==> config.mk <==
export PLATFORM = sky130hd
export DESIGN_NAME = multicycle_control_flat
export DESIGN_NICKNAME = d
export VERILOG_FILES = /design/src/rtl/multicycle_control_pkg.sv /design/src/rtl/multicycle_control_if.sv /design/src/rtl/multicycle_control_decode.sv /design/src/rtl/multicycle_control.sv /design/src/flat_wrapper.sv
export SDC_FILE = /design/constraint.sdc
export NUM_CORES = 1
export LEC_CHECK = 0
export CORE_ASPECT_RATIO = 0.5
export CORE_MARGIN = 4
export CORE_UTILIZATION = 46
export CTS_BUF_LIST = sky130_fd_sc_hd__clkbuf_4 sky130_fd_sc_hd__clkbuf_8
export CTS_CLUSTER_DIAMETER = 50
export CTS_CLUSTER_SIZE = 24
export DETAILED_ROUTE_END_ITERATION = 7
export PLACE_DENSITY_LB_ADDON = 0.15
export SKIP_CTS_REPAIR_TIMING = 1
export SLEW_MARGIN = 15
export SYNTH_ARGS = -nofsm -noshare
export SYNTH_HDL_FRONTEND = slang
export SYNTH_SLANG_ARGS = --single-unit
==> constraint.sdc <==
create_clock -name clk -period 2.6 [get_ports clk]
set_input_delay 0.39 -clock clk [delete_from_list [all_inputs] [get_ports clk]]
set_output_delay 0.39 -clock clk [all_outputs]
set_load 0.1 [all_outputs]
==> src/rtl/multicycle_control_pkg.sv <==
// Shared encodings for the multi-cycle control unit:
// FSM states, ALU op codes, opcode/funct values, error causes.
package multicycle_control_pkg;

    typedef enum logic [3:0] {
        ST_IDLE      = 4'd0,
        ST_FETCH     = 4'd1,
        ST_DECODE    = 4'd2,
        ST_EXEC_R    = 4'd3,
        ST_EXEC_I    = 4'd4,
        ST_WB_ALU    = 4'd5,
        ST_MEM_ADDR  = 4'd6,
        ST_MEM_READ  = 4'd7,
        ST_MEM_WRITE = 4'd8,
        ST_WB_MEM    = 4'd9,
        ST_BRANCH    = 4'd10,
        ST_JUMP      = 4'd11,
        ST_ERROR     = 4'd12
    } state_e;

    typedef enum logic [2:0] {
        OP_ADD = 3'd0,
        OP_SUB = 3'd1,
        OP_AND = 3'd2,
        OP_OR  = 3'd3,
        OP_NOR = 3'd4,
        OP_SLT = 3'd5,
        OP_SLL = 3'd6,
        OP_SRL = 3'd7
    } alu_op_e;

    typedef enum logic [2:0] {
        CL_R, CL_I, CL_MEM, CL_BR, CL_JUMP, CL_ILL
    } cls_e;

    typedef struct packed {
        cls_e    cls;
        alu_op_e alu_op;
        logic    ext_op;
        logic    illegal;
    } dec_t;

    localparam logic [1:0] ERR_NONE = 2'b00;
    localparam logic [1:0] ERR_ILL  = 2'b01;
    localparam logic [1:0] ERR_TMO  = 2'b10;

    localparam logic [5:0] OPC_RTYPE = 6'h00;
    localparam logic [5:0] OPC_J     = 6'h02;
    localparam logic [5:0] OPC_JAL   = 6'h03;
    localparam logic [5:0] OPC_BEQ   = 6'h04;
    localparam logic [5:0] OPC_BNE   = 6'h05;
    localparam logic [5:0] OPC_ADDI  = 6'h08;
    localparam logic [5:0] OPC_ANDI  = 6'h0C;
    localparam logic [5:0] OPC_ORI   = 6'h0D;
    localparam logic [5:0] OPC_BZ    = 6'h18;
    localparam logic [5:0] OPC_BN    = 6'h19;
    localparam logic [5:0] OPC_LW    = 6'h23;
    localparam logic [5:0] OPC_SW    = 6'h2B;

    localparam logic [5:0] FN_SLL = 6'h00;
    localparam logic [5:0] FN_SRL = 6'h02;
    localparam logic [5:0] FN_JR  = 6'h08;
    localparam logic [5:0] FN_ADD = 6'h20;
    localparam logic [5:0] FN_SUB = 6'h22;
    localparam logic [5:0] FN_AND = 6'h24;
    localparam logic [5:0] FN_OR  = 6'h25;
    localparam logic [5:0] FN_NOR = 6'h27;
    localparam logic [5:0] FN_SLT = 6'h2A;

endpackage

==> src/rtl/multicycle_control_if.sv <==
// Unified memory port shared by instruction fetch and data access.
interface multicycle_control_if;
    logic        mem_req;
    logic        mem_we;
    logic        mem_addr_sel;
    logic        mem_ready;
    logic [31:0] mem_rdata;

    modport master (
        output mem_req, mem_we, mem_addr_sel,
        input  mem_ready, mem_rdata
    );

    modport slave (
        input  mem_req, mem_we, mem_addr_sel,
        output mem_ready, mem_rdata
    );
endinterface

==> src/rtl/multicycle_control_decode.sv <==
// Combinational opcode/funct decoder: next-state class,
// ALU op and extension mode, plus an undecodable flag.
module multicycle_control_decode
    import multicycle_control_pkg::*;
#(
    parameter bit EXT_BRANCH = 1'b1
) (
    input  logic [5:0] i_opcode,
    input  logic [5:0] i_funct,
    output dec_t       o_dec
);

    always_comb begin
        o_dec = '{cls: CL_ILL, alu_op: OP_ADD,
                  ext_op: 1'b0, illegal: 1'b1};
        unique case (i_opcode)
            OPC_RTYPE: begin
                o_dec.cls     = CL_R;
                o_dec.illegal = 1'b0;
                unique case (i_funct)
                    FN_ADD:  o_dec.alu_op = OP_ADD;
                    FN_SUB:  o_dec.alu_op = OP_SUB;
                    FN_AND:  o_dec.alu_op = OP_AND;
                    FN_OR:   o_dec.alu_op = OP_OR;
                    FN_NOR:  o_dec.alu_op = OP_NOR;
                    FN_SLT:  o_dec.alu_op = OP_SLT;
                    FN_SLL:  o_dec.alu_op = OP_SLL;
                    FN_SRL:  o_dec.alu_op = OP_SRL;
                    FN_JR:   o_dec.cls    = CL_JUMP;
                    default: o_dec.illegal = 1'b1;
                endcase
            end
            OPC_ADDI: begin
                o_dec = '{cls: CL_I, alu_op: OP_ADD,
                          ext_op: 1'b1, illegal: 1'b0};
            end
            OPC_ANDI: begin
                o_dec = '{cls: CL_I, alu_op: OP_AND,
                          ext_op: 1'b0, illegal: 1'b0};
            end
            OPC_ORI: begin
                o_dec = '{cls: CL_I, alu_op: OP_OR,
                          ext_op: 1'b0, illegal: 1'b0};
            end
            OPC_LW, OPC_SW: begin
                o_dec = '{cls: CL_MEM, alu_op: OP_ADD,
                          ext_op: 1'b1, illegal: 1'b0};
            end
            OPC_BEQ, OPC_BNE: begin
                o_dec = '{cls: CL_BR, alu_op: OP_SUB,
                          ext_op: 1'b1, illegal: 1'b0};
            end
            OPC_J, OPC_JAL: begin
                o_dec.cls     = CL_JUMP;
                o_dec.illegal = 1'b0;
            end
            OPC_BZ, OPC_BN: begin
                if (EXT_BRANCH) begin
                    o_dec.cls     = CL_BR;
                    o_dec.illegal = 1'b0;
                end
            end
            default: ;
        endcase
    end

endmodule

==> src/rtl/multicycle_control.sv <==
// Multi-cycle control FSM: owns IR, memory-wait timeout
// and sticky error reporting; drives datapath strobes.
module multicycle_control
    import multicycle_control_pkg::*;
#(
    parameter int unsigned TIMEOUT    = 16,
    parameter bit          EXT_BRANCH = 1'b1
) (
    input  logic                        clk,
    input  logic                        rst_n,
    multicycle_control_if.master        bus,
    input  logic                        alu_zero,
    input  logic                        st_z,
    output logic [31:0]                 ir,
    output logic                        ir_write,
    output logic                        pc_write,
    output logic [1:0]                  pc_select,
    output logic                        reg_write,
    output logic                        reg_dst,
    output logic                        write_reg31,
    output logic                        link,
    output logic                        alu_src,
    output logic [2:0]                  alu_op,
    output logic                        ext_op,
    output logic                        mem_to_reg,
    output logic                        error,
    output logic [1:0]                  error_code,
    output logic [3:0]                  state
);

    localparam int TW = (TIMEOUT > 1) ? $clog2(TIMEOUT + 1) : 1;

    state_e          r_state;
    state_e          w_next;
    logic [31:0]     r_ir;
    logic [TW-1:0]   r_tcnt;
    logic [1:0]      r_err;
    logic [1:0]      w_err;
    logic            w_req;
    logic            w_we;
    logic            w_ads;
    logic            w_wait;
    logic            w_tmo;
    logic [5:0]      w_opc;
    dec_t            w_dec;

    assign w_opc  = r_ir[31:26];
    assign w_wait = w_req & ~bus.mem_ready;
    assign w_tmo  = (TIMEOUT != 0) && w_wait &&
                    (r_tcnt == TW'(TIMEOUT - 1));

    assign bus.mem_req      = w_req;
    assign bus.mem_we       = w_we;
    assign bus.mem_addr_sel = w_ads;
    assign ir               = r_ir;
    assign state            = r_state;
    assign error_code       = r_err;

    multicycle_control_decode #(
        .EXT_BRANCH (EXT_BRANCH)
    ) u_decode (
        .i_opcode (w_opc),
        .i_funct  (r_ir[5:0]),
        .o_dec    (w_dec)
    );

    always_ff @(posedge clk or negedge rst_n) begin
        if (!rst_n) begin
            r_state <= ST_IDLE;
            r_ir    <= '0;
            r_tcnt  <= '0;
            r_err   <= ERR_NONE;
        end else begin
            r_state <= w_next;
            r_tcnt  <= w_wait ? r_tcnt + TW'(1) : '0;
            if (ir_write)
                r_ir <= bus.mem_rdata;
            // Only the first cause is latched; ERROR is terminal.
            if (w_next == ST_ERROR && r_state != ST_ERROR)
                r_err <= w_err;
        end
    end

    always_comb begin
        w_next      = r_state;
        w_err       = ERR_NONE;
        w_req       = 1'b0;
        w_we        = 1'b0;
        w_ads       = 1'b0;
        ir_write    = 1'b0;
        pc_write    = 1'b0;
        pc_select   = 2'b00;
        reg_write   = 1'b0;
        reg_dst     = 1'b0;
        write_reg31 = 1'b0;
        link        = 1'b0;
        alu_src     = 1'b0;
        alu_op      = OP_ADD;
        ext_op      = 1'b0;
        mem_to_reg  = 1'b0;
        error       = 1'b0;
        unique case (r_state)
            ST_IDLE: w_next = ST_FETCH;
            ST_FETCH: begin
                w_req = 1'b1;
                if (w_tmo) begin
                    w_next = ST_ERROR;
                    w_err  = ERR_TMO;
                end else if (bus.mem_ready) begin
                    ir_write = 1'b1;
                    pc_write = 1'b1;
                    w_next   = ST_DECODE;
                end
            end
            ST_DECODE: begin
                unique case (w_dec.cls)
                    CL_R:    w_next = ST_EXEC_R;
                    CL_I:    w_next = ST_EXEC_I;
                    CL_MEM:  w_next = ST_MEM_ADDR;
                    CL_BR:   w_next = ST_BRANCH;
                    CL_JUMP: w_next = ST_JUMP;
                    default: begin
                        w_next = ST_ERROR;
                        w_err  = ERR_ILL;
                    end
                endcase
            end
            ST_EXEC_R: begin
                alu_op = w_dec.alu_op;
                if (w_dec.illegal) begin
                    w_next = ST_ERROR;
                    w_err  = ERR_ILL;
                end else begin
                    w_next = ST_WB_ALU;
                end
            end
            ST_EXEC_I: begin
                alu_src = 1'b1;
                alu_op  = w_dec.alu_op;
                ext_op  = w_dec.ext_op;
                w_next  = ST_WB_ALU;
            end
            ST_WB_ALU: begin
                reg_write = 1'b1;
                reg_dst   = (w_dec.cls == CL_I);
                alu_src   = (w_dec.cls == CL_I);
                alu_op    = w_dec.alu_op;
                ext_op    = w_dec.ext_op;
                w_next    = ST_FETCH;
            end
            ST_MEM_ADDR: begin
                alu_src = 1'b1;
                alu_op  = OP_ADD;
                ext_op  = 1'b1;
                w_next  = (w_opc == OPC_SW) ? ST_MEM_WRITE
                                            : ST_MEM_READ;
            end
            ST_MEM_READ, ST_MEM_WRITE: begin
                w_req = 1'b1;
                w_ads = 1'b1;
                w_we  = (r_state == ST_MEM_WRITE);
                if (w_tmo) begin
                    w_next = ST_ERROR;
                    w_err  = ERR_TMO;
                end else if (bus.mem_ready) begin
                    w_next = w_we ? ST_FETCH : ST_WB_MEM;
                end
            end
            ST_WB_MEM: begin
                reg_write  = 1'b1;
                reg_dst    = 1'b1;
                mem_to_reg = 1'b1;
                w_next     = ST_FETCH;
            end
            ST_BRANCH: begin
                w_next = ST_FETCH;
                if (w_opc == OPC_BZ || w_opc == OPC_BN) begin
                    pc_select = 2'b01;
                    pc_write  = st_z ^ (w_opc == OPC_BN);
                end else begin
                    alu_op    = OP_SUB;
                    pc_select = 2'b11;
                    pc_write  = alu_zero ^ (w_opc == OPC_BNE);
                end
            end
            ST_JUMP: begin
                pc_write  = 1'b1;
                pc_select = (w_opc == OPC_RTYPE) ? 2'b10 : 2'b01;
                if (w_opc == OPC_JAL) begin
                    reg_write   = 1'b1;
                    write_reg31 = 1'b1;
                    link        = 1'b1;
                end
                w_next = ST_FETCH;
            end
            ST_ERROR: error = 1'b1;
            default: w_next = ST_IDLE;
        endcase
    end

endmodule

==> src/flat_wrapper.sv <==
// flat-port wrapper written by rule: the top's interface ports become plain ports
module multicycle_control_flat import multicycle_control_pkg::*;
#(
    parameter int unsigned TIMEOUT    = 16,
    parameter bit          EXT_BRANCH = 1'b1
)
  (clk, rst_n, alu_zero, st_z, ir, ir_write, pc_write, pc_select, reg_write, reg_dst, write_reg31, link, alu_src, alu_op, ext_op, mem_to_reg, error, error_code, state, bus_mem_req, bus_mem_we, bus_mem_addr_sel, bus_mem_ready, bus_mem_rdata);
  multicycle_control_if bus_i ();
  input  logic clk;
  input  logic rst_n;
  input  logic alu_zero;
  input  logic st_z;
  output logic [31:0] ir;
  output logic ir_write;
  output logic pc_write;
  output logic [1:0] pc_select;
  output logic reg_write;
  output logic reg_dst;
  output logic write_reg31;
  output logic link;
  output logic alu_src;
  output logic [2:0] alu_op;
  output logic ext_op;
  output logic mem_to_reg;
  output logic error;
  output logic [1:0] error_code;
  output logic [3:0] state;
  output wire logic [$bits(bus_i.mem_req)-1:0] bus_mem_req;
  output wire logic [$bits(bus_i.mem_we)-1:0] bus_mem_we;
  output wire logic [$bits(bus_i.mem_addr_sel)-1:0] bus_mem_addr_sel;
  input wire logic [$bits(bus_i.mem_ready)-1:0] bus_mem_ready;
  input wire logic [$bits(bus_i.mem_rdata)-1:0] bus_mem_rdata;
  assign bus_mem_req = bus_i.mem_req;
  assign bus_mem_we = bus_i.mem_we;
  assign bus_mem_addr_sel = bus_i.mem_addr_sel;
  assign bus_i.mem_ready = bus_mem_ready;
  assign bus_i.mem_rdata = bus_mem_rdata;
  multicycle_control #(.TIMEOUT(TIMEOUT), .EXT_BRANCH(EXT_BRANCH)) u_core (.clk(clk), .rst_n(rst_n), .bus(bus_i), .alu_zero(alu_zero), .st_z(st_z), .ir(ir), .ir_write(ir_write), .pc_write(pc_write), .pc_select(pc_select), .reg_write(reg_write), .reg_dst(reg_dst), .write_reg31(write_reg31), .link(link), .alu_src(alu_src), .alu_op(alu_op), .ext_op(ext_op), .mem_to_reg(mem_to_reg), .error(error), .error_code(error_code), .state(state));
endmodule
==> metrics, run 1 <==
Yosys cell types=52; Initial DRT Pass Iterations=5; Worst Hold Class=in -> async; Routability Congestion=0.932; worst-path cell chain=or4_4 -> or3_4 -> buf_4 -> nor4_4 -> buf_12; violated checks=negative setup slack; total number of vias=2807; async set-or-reset flop fraction in the synthesized netlist=1.00; clock slew seen by the registers of the worst setup and hold paths=0.09 ns; cell class contributing the biggest share of worst-path delay=simple AND/OR/NAND/NOR gates; Slew Limit Headroom=0.566; share of synthesized area occupied by flip-flops and latches=0.421; initial antenna violation count=0; number of instances in the synthesized netlist=327; Die Height=60.7 microns; setup violators final=6; count of maximum capacitance violations=0; GRT overflow=0; maximum number of pins on one net before global-route repair=31; number of flops mapped to enable cells by yosys=0; Area growth syn-to-layout=61.4%; hpwl dp=5.60 mm; flops & latches, synth=43; dominant synthesized flop cell=sky130_fd_sc_hd__dfrtp_1; highest clock rate=353 MHz; Die ar.=6890 sq um; Warnings, synthesis=0; critical path fanouts, max=7; number of global-route vias before repair=2547; total wire length=8.24 mm; commonest cells after routing, fill and taps aside=sky130_fd_sc_hd__nand2_1, sky130_fd_sc_hd__buf_4, sky130_fd_sc_hd__clkdlybuf4s50_1; Floorplan Core Area=5130 sq um; most common cell after layout, fill and taps aside=sky130_fd_sc_hd__nand2_1; number of inserted diodes=0; ratio of cells with drive above 1 in the final layout=0.327; Port Buffer Count=92; number of hold violations in the final report=0; kind of end point of the critical path=output pin; number of buffers and inverters on the critical path=2; synthesized area per cell=7.82 sq um; arrival time of the worst setup path=2.44 ns; I/O pin count=93; area of the mapped netlist=2560 sq um; # H-tree levels=2; clock sinks=43; crit start category=flop; root buffer cell=sky130_fd_sc_hd__clkbuf_8; maximum number of buffers from clock root to sink=2; Final min period=2.83 ns; total routing usage reported by global routing=0.222; Starting Density=0.498; final cycle utilization of the critical path=1.09; remaining routing DRC violations=0; wire per inst=16.3 microns; number of vias per cell=5.57; final critical-path setup slack=-0.233 ns; skew final=0.00562 ns; number of buffers created by CTS=5; Syn Nets=366; master of the slowest instance on the critical path=sky130_fd_sc_hd__or4_4; insertion delay to the later sink of the worst-skew pair=0.31 ns; DRC violation total after the first TritonRoute iteration=196; global-route wire length before repair=12.1 mm; result of the run=finished, violations left; slew at the pin closest to its max-slew limit=0.644 ns; path type of the worst setup path=reg -> out; NumNets Final=472; number of standard cells in the layout, taps in and fillers out=504; slack of the worst reg-to-reg path=0.05 ns; die width=113 microns; Max Transition Viols Final=0; total placed cells including tap cells=482; Worst Hold Margin=0.105 ns; setup TNS=-0.877 ns; antenna-violating nets left=0; CP peak stage delay=0.58 ns; std cell rows=18; clock tree from TritonCTS=done; RSZ-0062 raised after global routing=yes; worst path required time=2.21 ns
==> logic make-up (layout without fill, tap and decap cells) <==
group | Yosys count | in the layout | share of synthesized area
simple gates | 182 | 182 | 0.326
compound gates | 60 | 60 | 0.166
flops | 43 | 43 | 0.421
buf+inv | 33 | 140 | 0.0514
xor+xnor | 4 | 4 | 0.0137
mux | 3 | 3 | 0.0122
fa+ha+maj | 2 | 2 | 0.00978
==> final cells by class <==
| class | count | area [sq um] |
|---|---|---|
| inverter | 10 | 41.3 |
| multi-input combinational | 251 | 1590 |
| fill | 319 | 1010 |
| clock buffer | 6 | 82.6 |
| sequential | 43 | 1110 |
| timing repair buffer | 122 | 1200 |
| tap | 70 | 87.6 |
| clock inverter | 2 | 13.8 |
==> cell usage after synthesis (2+ instances only) <==
library cell	count	share of area
sky130_fd_sc_hd__a32oi_1	4	0.014
sky130_fd_sc_hd__clkbuf_1	17	0.025
sky130_fd_sc_hd__mux2i_1	2	0.0078
sky130_fd_sc_hd__buf_1	2	0.0029
sky130_fd_sc_hd__buf_2	3	0.0059
sky130_fd_sc_hd__nor2b_1	5	0.012
sky130_fd_sc_hd__dfrtp_1	43	0.42
sky130_fd_sc_hd__o21a_1	4	0.012
sky130_fd_sc_hd__inv_1	9	0.013
sky130_fd_sc_hd__a21oi_1	12	0.023
sky130_fd_sc_hd__o22ai_1	3	0.0073
sky130_fd_sc_hd__and2_1	2	0.0049
sky130_fd_sc_hd__o311ai_0	3	0.010
sky130_fd_sc_hd__nor3_1	11	0.022
sky130_fd_sc_hd__nand2_1	104	0.15
sky130_fd_sc_hd__and3_1	3	0.0073
sky130_fd_sc_hd__nand2b_1	10	0.024
sky130_fd_sc_hd__nand3_1	5	0.0098
sky130_fd_sc_hd__xnor2_1	2	0.0069
sky130_fd_sc_hd__nor4_1	5	0.012
sky130_fd_sc_hd__ha_1	2	0.0098
sky130_fd_sc_hd__xor2_1	2	0.0069
sky130_fd_sc_hd__nor4b_1	4	0.014
sky130_fd_sc_hd__o21ai_0	10	0.020
sky130_fd_sc_hd__or2_2	4	0.0098
sky130_fd_sc_hd__a31oi_1	6	0.015
sky130_fd_sc_hd__o31a_1	2	0.0069
sky130_fd_sc_hd__a41oi_1	2	0.0069
sky130_fd_sc_hd__o31ai_1	2	0.0059
sky130_fd_sc_hd__nor2_1	22	0.032
==> state kept, by name, summed over array words and instances, names as in the netlist <==
register / cells
u_core.ir: 32
u_core.state: 4
u_core.r_tcnt: 5
u_core.error_code: 2
==> final timing paths <==
check                                       from                   end  depth (start not counted)
worst max-delay path               u_core.ir[29]             alu_op[2]                          5
worst min-delay path                       rst_n         u_core.ir[30]                          1
worst max register to register     u_core.ir[29]  u_core.error_code[0]                          6
worst min register to register  u_core.r_tcnt[0]      u_core.r_tcnt[0]                          1
max in group asynchronous                  rst_n         u_core.ir[12]                          2
min in group clk                u_core.r_tcnt[0]      u_core.r_tcnt[0]                          1
==> stage by stage <==
| stage | setup WS (ns) | instance area (sq um) | util |
|---|---|---|---|
| after detailed placement | 0.119 | 3870 | 0.754 |
| after global placement | 0.148 | 3870 | 0.754 |
| after global routing | -0.261 | 4130 | 0.804 |
| final | -0.233 | 4130 | 0.804 |
| after floorplan | -0.575 | 2850 | - |
| after CTS | -0.227 | 3970 | 0.773 |
==> per-layer routing <==
layer	up-vias	routed length (microns)	GRT usage
met2	136	4140	0.395
met5	-	0	0
met4	0	85	0.0582
met3	10	670	0.0558
met1	1325	3340	0.278
li1	1336	-	-
Power of run 1 is not shown: default switching activity piles up to over one toggle a cycle in this logic, so the estimate is an artifact.
==> inputs of run 2 (changes only) <==
--- a/config.mk
+++ b/config.mk
@@ -13,6 +13,7 @@
 export CTS_CLUSTER_SIZE = 24
 export DETAILED_ROUTE_END_ITERATION = 7
 export PLACE_DENSITY_LB_ADDON = 0.15
+export REMOVE_ABC_BUFFERS = 1
 export SKIP_CTS_REPAIR_TIMING = 1
 export SLEW_MARGIN = 15
 export SYNTH_ARGS = -nofsm -noshare
==> run 2 against run 1 <==
The run still ends with negative setup slack left. Clock skew grew 0.0053 ns. Global-route usage shrank 1.7 points. Utilization shrank 4.5 points. Worst hold slack gained 0.13 ns. Final area shrank 5.6%.
==> metrics, run 2 (synthesis results as in run 1) <==
number of inserted diodes=0 (unchanged); clock tree from TritonCTS=done; Max Transition Viols Final=0 (unchanged); Slew Limit Headroom=0.358 (-0.207); Die Height=60.7 microns (unchanged); path type of the worst setup path=reg -> out; setup violators final=4 (-2); Initial DRT Pass Iterations=4 (-1); remaining routing DRC violations=0 (unchanged); insertion delay to the later sink of the worst-skew pair=0.30 ns (about the same); violated checks=negative setup slack; arrival time of the worst setup path=2.23 ns (-0.21 ns); hpwl dp=5.33 mm (-4.9%); count of maximum capacitance violations=0 (unchanged); Starting Density=0.498 (unchanged); clock sinks=43 (unchanged); RSZ-0062 raised after global routing=yes; number of buffers created by CTS=5 (unchanged); final critical-path setup slack=-0.0193 ns (+0.214 ns); number of flip-flops in the largest register=32 (unchanged); Die ar.=6890 sq um (unchanged); Final min period=2.62 ns (-0.214 ns); die width=113 microns (unchanged); skew final=0.0109 ns (+0.00530 ns); Port Buffer Count=92 (unchanged); GRT overflow=0 (unchanged); most common cell after layout, fill and taps aside=sky130_fd_sc_hd__nand2_1; utilization after layout=0.759 (-0.0448); final cycle utilization of the critical path=1.01 (-0.0822); DRC violation total after the first TritonRoute iteration=204 (+4.1%); slack of the worst reg-to-reg path=0.26 ns (+0.21 ns); NumNets Final=467 (-1.1%); highest clock rate=382 MHz (+8.2%); number of fill cells in the layout=369 (+16%); commonest cells after routing, fill and taps aside=sky130_fd_sc_hd__nand2_1, sky130_fd_sc_hd__buf_4, sky130_fd_sc_hd__dfrtp_1; antenna-violating nets left=0 (unchanged); Worst Hold Class=in -> async; setup TNS=-0.0488 ns (+0.828 ns); global-route wire length before repair=11.3 mm (-6.5%); total routing usage reported by global routing=0.205 (-0.0166); # H-tree levels=2 (unchanged); crit start category=flop; final std cell area, no fill=3900 sq um (-5.6%); kind of end point of the critical path=output pin; number of global-route vias before repair=2406 (-5.5%); Area growth syn-to-layout=52.4%; Floorplan Core Area=5130 sq um (unchanged); clock slew seen by the registers of the worst setup and hold paths=0.09 ns (about the same); placement-stage cell area=3700 sq um (-4.5%); critical path fanouts, max=14 (+7); root buffer cell=sky130_fd_sc_hd__clkbuf_8; maximum number of buffers from clock root to sink=2 (unchanged); worst path required time=2.21 ns (about the same); std cell rows=18 (unchanged); ratio of cells with drive above 1 in the final layout=0.254 (-0.0731); post-place setup slack=0.179 ns (+0.0602 ns); Routability Congestion=0.994 (+6.6%); initial antenna violation count=0 (unchanged); slew at the pin closest to its max-slew limit=0.962 ns (+0.319 ns); number of hold violations in the final report=0 (unchanged); result of the run=finished, violations left; total wire length=7.23 mm (-12%); Worst Reg-to-Reg Cells=9 (+3); number of vias per cell=5.46 (-2.0%); I/O pin count=93 (unchanged); maximum number of pins on one net before global-route repair=44 (+42%); total number of vias=2724 (-3.0%); wire per inst=14.5 microns (-11%)
==> run 2: cell count changes in the layout (fill, tap and decap cells not counted), moves of 3 or more <==
cell,change
sky130_fd_sc_hd__a21oi_1,+4
sky130_fd_sc_hd__a21oi_2,-3
sky130_fd_sc_hd__buf_4,-5
sky130_fd_sc_hd__dfrtp_1,+11
sky130_fd_sc_hd__dfrtp_4,-9
sky130_fd_sc_hd__nor4_1,+3
sky130_fd_sc_hd__nor4_4,-5
==> run 2: final cells by class <==
cell class	count	area [sq um]	area share
well taps	70	87.6	0.0225
repair buffers	117	1180	0.303
inverters	10	37.5	0.00963
clock buffers	5	68.8	0.0177
multi-input cells	251	1400	0.359
clock inverters	3	46.3	0.0119
flip-flops and latches	43	1080	0.276
==> run 2: layer usage <==
metal,up-vias,GRT usage,wire [microns]
met3,10,0.0508,582
li1,1329,-,-
met2,114,0.339,3420
met5,-,0,0
met4,0,0.0616,89
met1,1271,0.274,3140
==> run 2: final timing paths <==
check / startpoint / end
min reg2reg: u_core.r_tcnt[0] / u_core.r_tcnt[0]
max: u_core.ir[29] / reg_dst
max in group asynchronous: rst_n / u_core.ir[26]
max reg2reg: u_core.r_tcnt[0] / u_core.error_code[0]
min: rst_n / u_core.ir[8]
min in group clk: u_core.r_tcnt[0] / u_core.r_tcnt[0]
==> run 2: worst max-delay path: stages (launching register included) <==
cell and delay (ns):
sky130_fd_sc_hd__dfrtp_1 0.39, sky130_fd_sc_hd__buf_4 0.18, sky130_fd_sc_hd__or4b_1 0.50, sky130_fd_sc_hd__o31a_1 0.13
sky130_fd_sc_hd__a21oi_2 0.18, sky130_fd_sc_hd__nor4_2 0.08, sky130_fd_sc_hd__or2_2 0.32, sky130_fd_sc_hd__buf_12 0.17
==> run 2: stage by stage <==
step           hold slack (ns)  instances
2_1_floorplan           0.0944        304
3_3_place_gp             0.444        487
3_5_place_dp             0.461        487
4_1_cts                  0.268        495
5_1_grt                  0.315        499
6_report                 0.231        499
Power of run 2 is left out for the same reason.
==> patch 1, RTL diff (flow settings as in run 2) <==
`TIMEOUT` is set to 16 in 2 places; all go to 8.
--- a/src/rtl/multicycle_control.sv
+++ b/src/rtl/multicycle_control.sv
@@ -3,7 +3,7 @@
 module multicycle_control
     import multicycle_control_pkg::*;
 #(
-    parameter int unsigned TIMEOUT    = 16,
+    parameter int unsigned TIMEOUT    = 8,
     parameter bit          EXT_BRANCH = 1'b1
 ) (
     input  logic                        clk,
--- a/src/flat_wrapper.sv
+++ b/src/flat_wrapper.sv
@@ -1,7 +1,7 @@
 // flat-port wrapper written by rule: the top's interface ports become plain ports
 module multicycle_control_flat import multicycle_control_pkg::*;
 #(
-    parameter int unsigned TIMEOUT    = 16,
+    parameter int unsigned TIMEOUT    = 8,
     parameter bit          EXT_BRANCH = 1'b1
 )
   (clk, rst_n, alu_zero, st_z, ir, ir_write, pc_write, pc_select, reg_write, reg_dst, write_reg31, link, alu_src, alu_op, ext_op, mem_to_reg, error, error_code, state, bus_mem_req, bus_mem_we, bus_mem_addr_sel, bus_mem_ready, bus_mem_rdata);
Behaviour: not the same (a bounded check fails within 10 cycles, from zero or initial values and one cycle with rst_n low).
==> patch 1 against run 2 <==
The run still ends with negative setup slack left; setup slack worse by 210 ps; global-route usage up 0.68 points; wire length down 4.3%; critical endpoint is now alu_op[1]; synthesized area fell by 2.4%; final cell count fell by 14%; sequential cell count decreased by 1; non-clock buffer count shrank 4; cell area decreased by 1.3%; clock skew down 4.3 ps; count of clock-buffer cells in the layout is 1 higher.
Power is left out: the tool's default activity adds up to more than one toggle a clock period on the data nets, which glitch-free logic cannot reach.
==> patch 1: results (changes against run 2) <==
stage,metric,value,unit,change
critical_path,CP max-delay cell,or4_4,,was or4b_1
critical_path,CP top delay family,simple AND/OR/NAND/NOR gates,,unchanged
synth,"Seq/Total Area, Yosys",42.1,%,about the same
place,gpl congestion,0.890,,was 0.994
critical_path,Worst EP arrival,2440,ps,was 2230 ps
grt,vias in the first global route,2386,,was 2406
grt,met1 Use GR,26.5,%,was 27.4%
clock_network,clock transition at the registers of the reported paths,80,ps,
timing,endpoints failing setup,5,,was 4
synth,synth unique cells,59,,was 52
status,outcome,finished with violations,,unchanged
grt,met3 GRT Util,6.17,%,was 5.08%
clock_network,Root Driver,clkbuf_8,,unchanged
timing,Final WS setup,-226,ps,was -19.3 ps
synth,Commonest cells post-synth,"dfrtp_1 (42), mux2_1 (29), nor2_1 (23)",,"was nand2_1 (104), dfrtp_1 (43), nor2_1 (22)"
timing,clock skew,6.59,ps,was 10.9 ps
drt,initial DRC count,155,,was 204
drt,DRT Pass-1 Iters,4,,unchanged
timing,Slew headroom,39.1,%,was 35.8%
synth,Yosys warning total,0,,unchanged
drt,Post-Route WL,6920,um,was 7230 um
final_layout,share of layout cells above drive strength 1,31.7,%,was 25.4%
grt,largest net degree at the start of global routing,43,,was 44
critical_path,reg-to-reg setup timing slack,400,ps,was 260 ps
final_layout,ant diodes,0,,unchanged
final_layout,# fillers,380,,was 369
synth,synth top area cells,"dfrtp_1 (42%), mux2_1 (13%), nor2_1 (3.5%), nand2_1 (2.7%), clkbuf_1 (2.6%)",,"was dfrtp_1 (42%), nand2_1 (15%), nor2_1 (3.2%), clkbuf_1 (2.5%), nand2b_1 (2.4%)"
clock_network,Num CTS Buffers,5,,unchanged
clock_network,Skew-Pair Late Insertion Delay,300,ps,about the same
final_layout,Largest register FFs,32,,unchanged
drt,Avg Vias per Cell,5.55,,was 5.46
clock_network,CTS max path bufs,2,,unchanged
critical_path,worst-path maximum fanout,4,,was 14
worst_hold_path,Min-Delay Path Class,primary input to async pin,,unchanged
final_layout,final net count,397,,was 467
place,DP HPWL,5310,um,was 5330 um
grt,met2 Use GR,36.7,%,was 33.9%
grt,first-pass GRT wire length,11400,um,was 11300 um
timing,worst hold slack,220,ps,was 231 ps
status,failing checks,negative setup slack,,unchanged
place,input/output buffers,92,,unchanged
critical_path,R2R depth,5,,was 9
grt,total track usage,21.2,%,was 20.5%
clock_network,# H-tree levels,2,,unchanged
grt,initial antenna violation count,0,,unchanged
synth,asr flop ratio synth,100,%,unchanged
critical_path,CP max stage delay,550,ps,was 500 ps
[patch 1: path summary, 6_finish.rpt]
check,start,endpoint
hold / removal,rst_n,u_core.ir[14]
setup reg to reg,u_core.state[0],u_core.state[0]
setup / recovery,u_core.ir[29],alu_op[1]
min in group clk,u_core.r_tcnt[0],u_core.r_tcnt[0]
max in group asynchronous,rst_n,u_core.ir[26]
hold reg to reg,u_core.r_tcnt[0],u_core.r_tcnt[0]
[patch 1: per-stage QoR]
stage | util, % | cell area (um^2) | std cells | TNS (ps) | setup slack (ps)
floorplan | - | 2410 | 239 | -51050 | -6130
detailed placement | 71.6 | 3650 | 422 | 0 | 10.3
finish | 75.6 | 3850 | 430 | -754 | -226
global route | 75.6 | 3850 | 430 | -1250 | -293
global placement | 71.6 | 3650 | 422 | 0 | 45.2
CTS | 73.4 | 3740 | 430 | -1490 | -330
[patch 1: per-layer routing]
metal,vias to the layer above,wire [um]
li1,1147,-
met3,5,599
met2,99,3350
met1,1134,2930
met4,0,43
met5,-,0
[patch 1: cell type report]
class | instances | area share [%]
repair buffers | 113 | 29.9
clock buffers | 6 | 1.98
inverters | 9 | 0.878
well taps | 70 | 2.28
flip-flops and latches | 42 | 27.4
clock inverters | 2 | 0.358
multi-input cells | 188 | 37.2
[patch 1: cell families (layout without fill, tap and decap cells)]
family / Yosys count / count (layout) / share of synthesized area, %
and+or+nand+nor: 103 / 103 / 23.1
AOI/OAI and AO/OA: 49 / 49 / 14.1
DFF: 42 / 42 / 42.1
muxes: 32 / 32 / 14.4
buffers and inverters: 28 / 130 / 4.66
xor gates and xnor gates: 3 / 3 / 1.05
adders and majority gates: 1 / 1 / 0.501
[patch 1: worst reg2reg max path, delay by kind of cell, from the launching register on]
kind,cells,cell delay (ps)
compound gates,3,650
flops,1,510
simple gates,2,930
==> patch 2, RTL diff (flow settings as in run 2) <==
Without the edit above. Make the reset (`rst_n`) synchronous in one clocked block.
--- a/src/rtl/multicycle_control.sv
+++ b/src/rtl/multicycle_control.sv
@@ -64,7 +64,7 @@
         .o_dec    (w_dec)
     );
 
-    always_ff @(posedge clk or negedge rst_n) begin
+    always_ff @(posedge clk) begin
         if (!rst_n) begin
             r_state <= ST_IDLE;
             r_ir    <= '0;
Formal check against the unedited RTL: differs if rst_n is asserted again (counterexample within 4 cycles, from zero or initial values and one cycle with rst_n low); with rst_n held inactive, the same outputs for 10 cycles.
==> patch 2 against run 2 <==
Synthesized area decreased by 3.1%; critical path type unchanged; cell area decreased by 4.0%; non-clock buffer count decreased by 8; setup slack improved by 53 ps; critical endpoint is now pc_write; sequential cell count unchanged; global-route usage increased by 0.42 points; wire length increased by 1.2%.
==> patch 2: results (changes against run 2) <==
stage,metric,value,unit,change
synth,XOR/XNOR Fraction of Synth Area,1.41,%,was 1.37%
synth,synth unique cells,56,,was 52
worst_hold_path,Min-Delay Path Class,flop to flop,,was primary input to async pin
timing,clock skew,6.43,ps,was 10.9 ps
grt,vias in the first global route,2519,,was 2406
clock_network,Skew-Pair Late Insertion Delay,300,ps,about the same
final_layout,Largest register FFs,32,,unchanged
grt,first-pass GRT wire length,11400,um,was 11300 um
place,post-place setup slack,120,ps,was 179 ps
final_layout,final net count,463,,was 467
drt,initial DRC count,160,,was 204
grt,total track usage,20.9,%,was 20.5%
critical_path,crit path from,u_core.ir[27],,was u_core.ir[29]
final_layout,share of layout cells above drive strength 1,24.2,%,was 25.4%
synth,"Seq/Total Area, Yosys",34.7,%,was 42.1%
clock_network,# H-tree levels,2,,unchanged
critical_path,worst flop-to-flop path startpoint,u_core.ir[26],,was u_core.r_tcnt[0]
place,DP HPWL,5560,um,was 5330 um
critical_path,Worst EP arrival,2180,ps,was 2230 ps
synth,synth top area cells,"dfxtp_1 (35%), nand2_1 (12%), a21boi_0 (10%), nor2_1 (3.5%), clkbuf_1 (2.9%)",,"was dfrtp_1 (42%), nand2_1 (15%), nor2_1 (3.2%), clkbuf_1 (2.5%), nand2b_1 (2.4%)"
critical_path,CP max stage delay,430,ps,was 500 ps
synth,Commonest cells post-synth,"nand2_1 (81), dfxtp_1 (43), a21boi_0 (34)",,"was nand2_1 (104), dfrtp_1 (43), nor2_1 (22)"
drt,WL/cell,14.8,um,was 14.5 um
grt,largest net degree at the start of global routing,33,,was 44
status,outcome,"complete, no violations",,was finished with violations
critical_path,CP max-delay cell,or3b_4,,was or4b_1
synth,Adder-Cell Fraction of Synth Area,1.01,%,was 0.978%
drt,Vias,2677,,was 2724
pwr,Leak,1.46,nW,
place,gpl congestion,0.924,,was 0.994
==> patch 2: cell count changes after synthesis, moves of 4 or more <==
cell,delta
a21boi_0,+34
nor3_1,-4
a32oi_1,-4
nand3_1,+5
nand2b_1,-4
inv_1,-4
dfrtp_1,-43
dfxtp_1,+43
nor2b_1,+4
o21ai_1,+4
nand2_1,-23
==> patch 2: stage by stage <==
| step | setup TNS (ps) | instances | util (%) | hold slack, ps | area [um^2] |
|---|---|---|---|---|---|
| floorplan | -68550 | 308 | - | 418 | 2370 |
| CTS | -402 | 494 | 72.6 | 455 | 3680 |
| global route | -85.9 | 495 | 73.8 | 498 | 3740 |
| detailed placement | 0 | 486 | 70.2 | 442 | 3560 |
| global placement | 0 | 486 | 70.2 | 433 | 3560 |
| finish | 0 | 495 | 73.8 | 457 | 3740 |
==> patch 2: worst reg2reg max path, delay by kind of cell, from the launching register on <==
family,cells,cell delay (ps)
AO/OA/AOI/OAI,2,360
AND/OR/NAND/NOR,4,1020
flip-flops,1,590
==> patch 2: layout make-up <==
class,count,area [um^2]
inverter,6,22.5
tap,70,87.6
sequential,43,867
timing repair buffer,109,1110
multi-input combinational,259,1530
clock buffer,6,82.6
clock inverter,2,38.8
fill,383,1330
==> patch 2: per-layer routing <==
layer	vias up	GRT usage, %	part of all wire [%]
met5	-	0	0
met4	0	5.89	1.4
met3	13	8.29	11
met2	116	38.0	47
met1	1215	23.4	41
li1	1333	-	-
==> patch 2: final timing paths <==
path | to | slack [ps] | depth (start not counted)
worst min register to register | u_core.r_tcnt[0] | 460 | 1
worst max register to register | u_core.error_code[1] | 520 | 6
worst min-delay path | u_core.r_tcnt[0] | 460 | 1
worst max-delay path | pc_write | 30 | 7
==> patch 2: cell families after synthesis <==
group,after synthesis
and+or+nand+nor,167
AOI/OAI and AO/OA,84
DFF,43
buffers and inverters,31
xor gates and xnor gates,4
muxes,2
adders and majority gates,2
==> patch 2: power by group <==
part	internal, mW	switching, mW
combinational	0.324	0.748
clock	0.316	0.250
sequential	0.707	0.0462
total	1.35	1.04
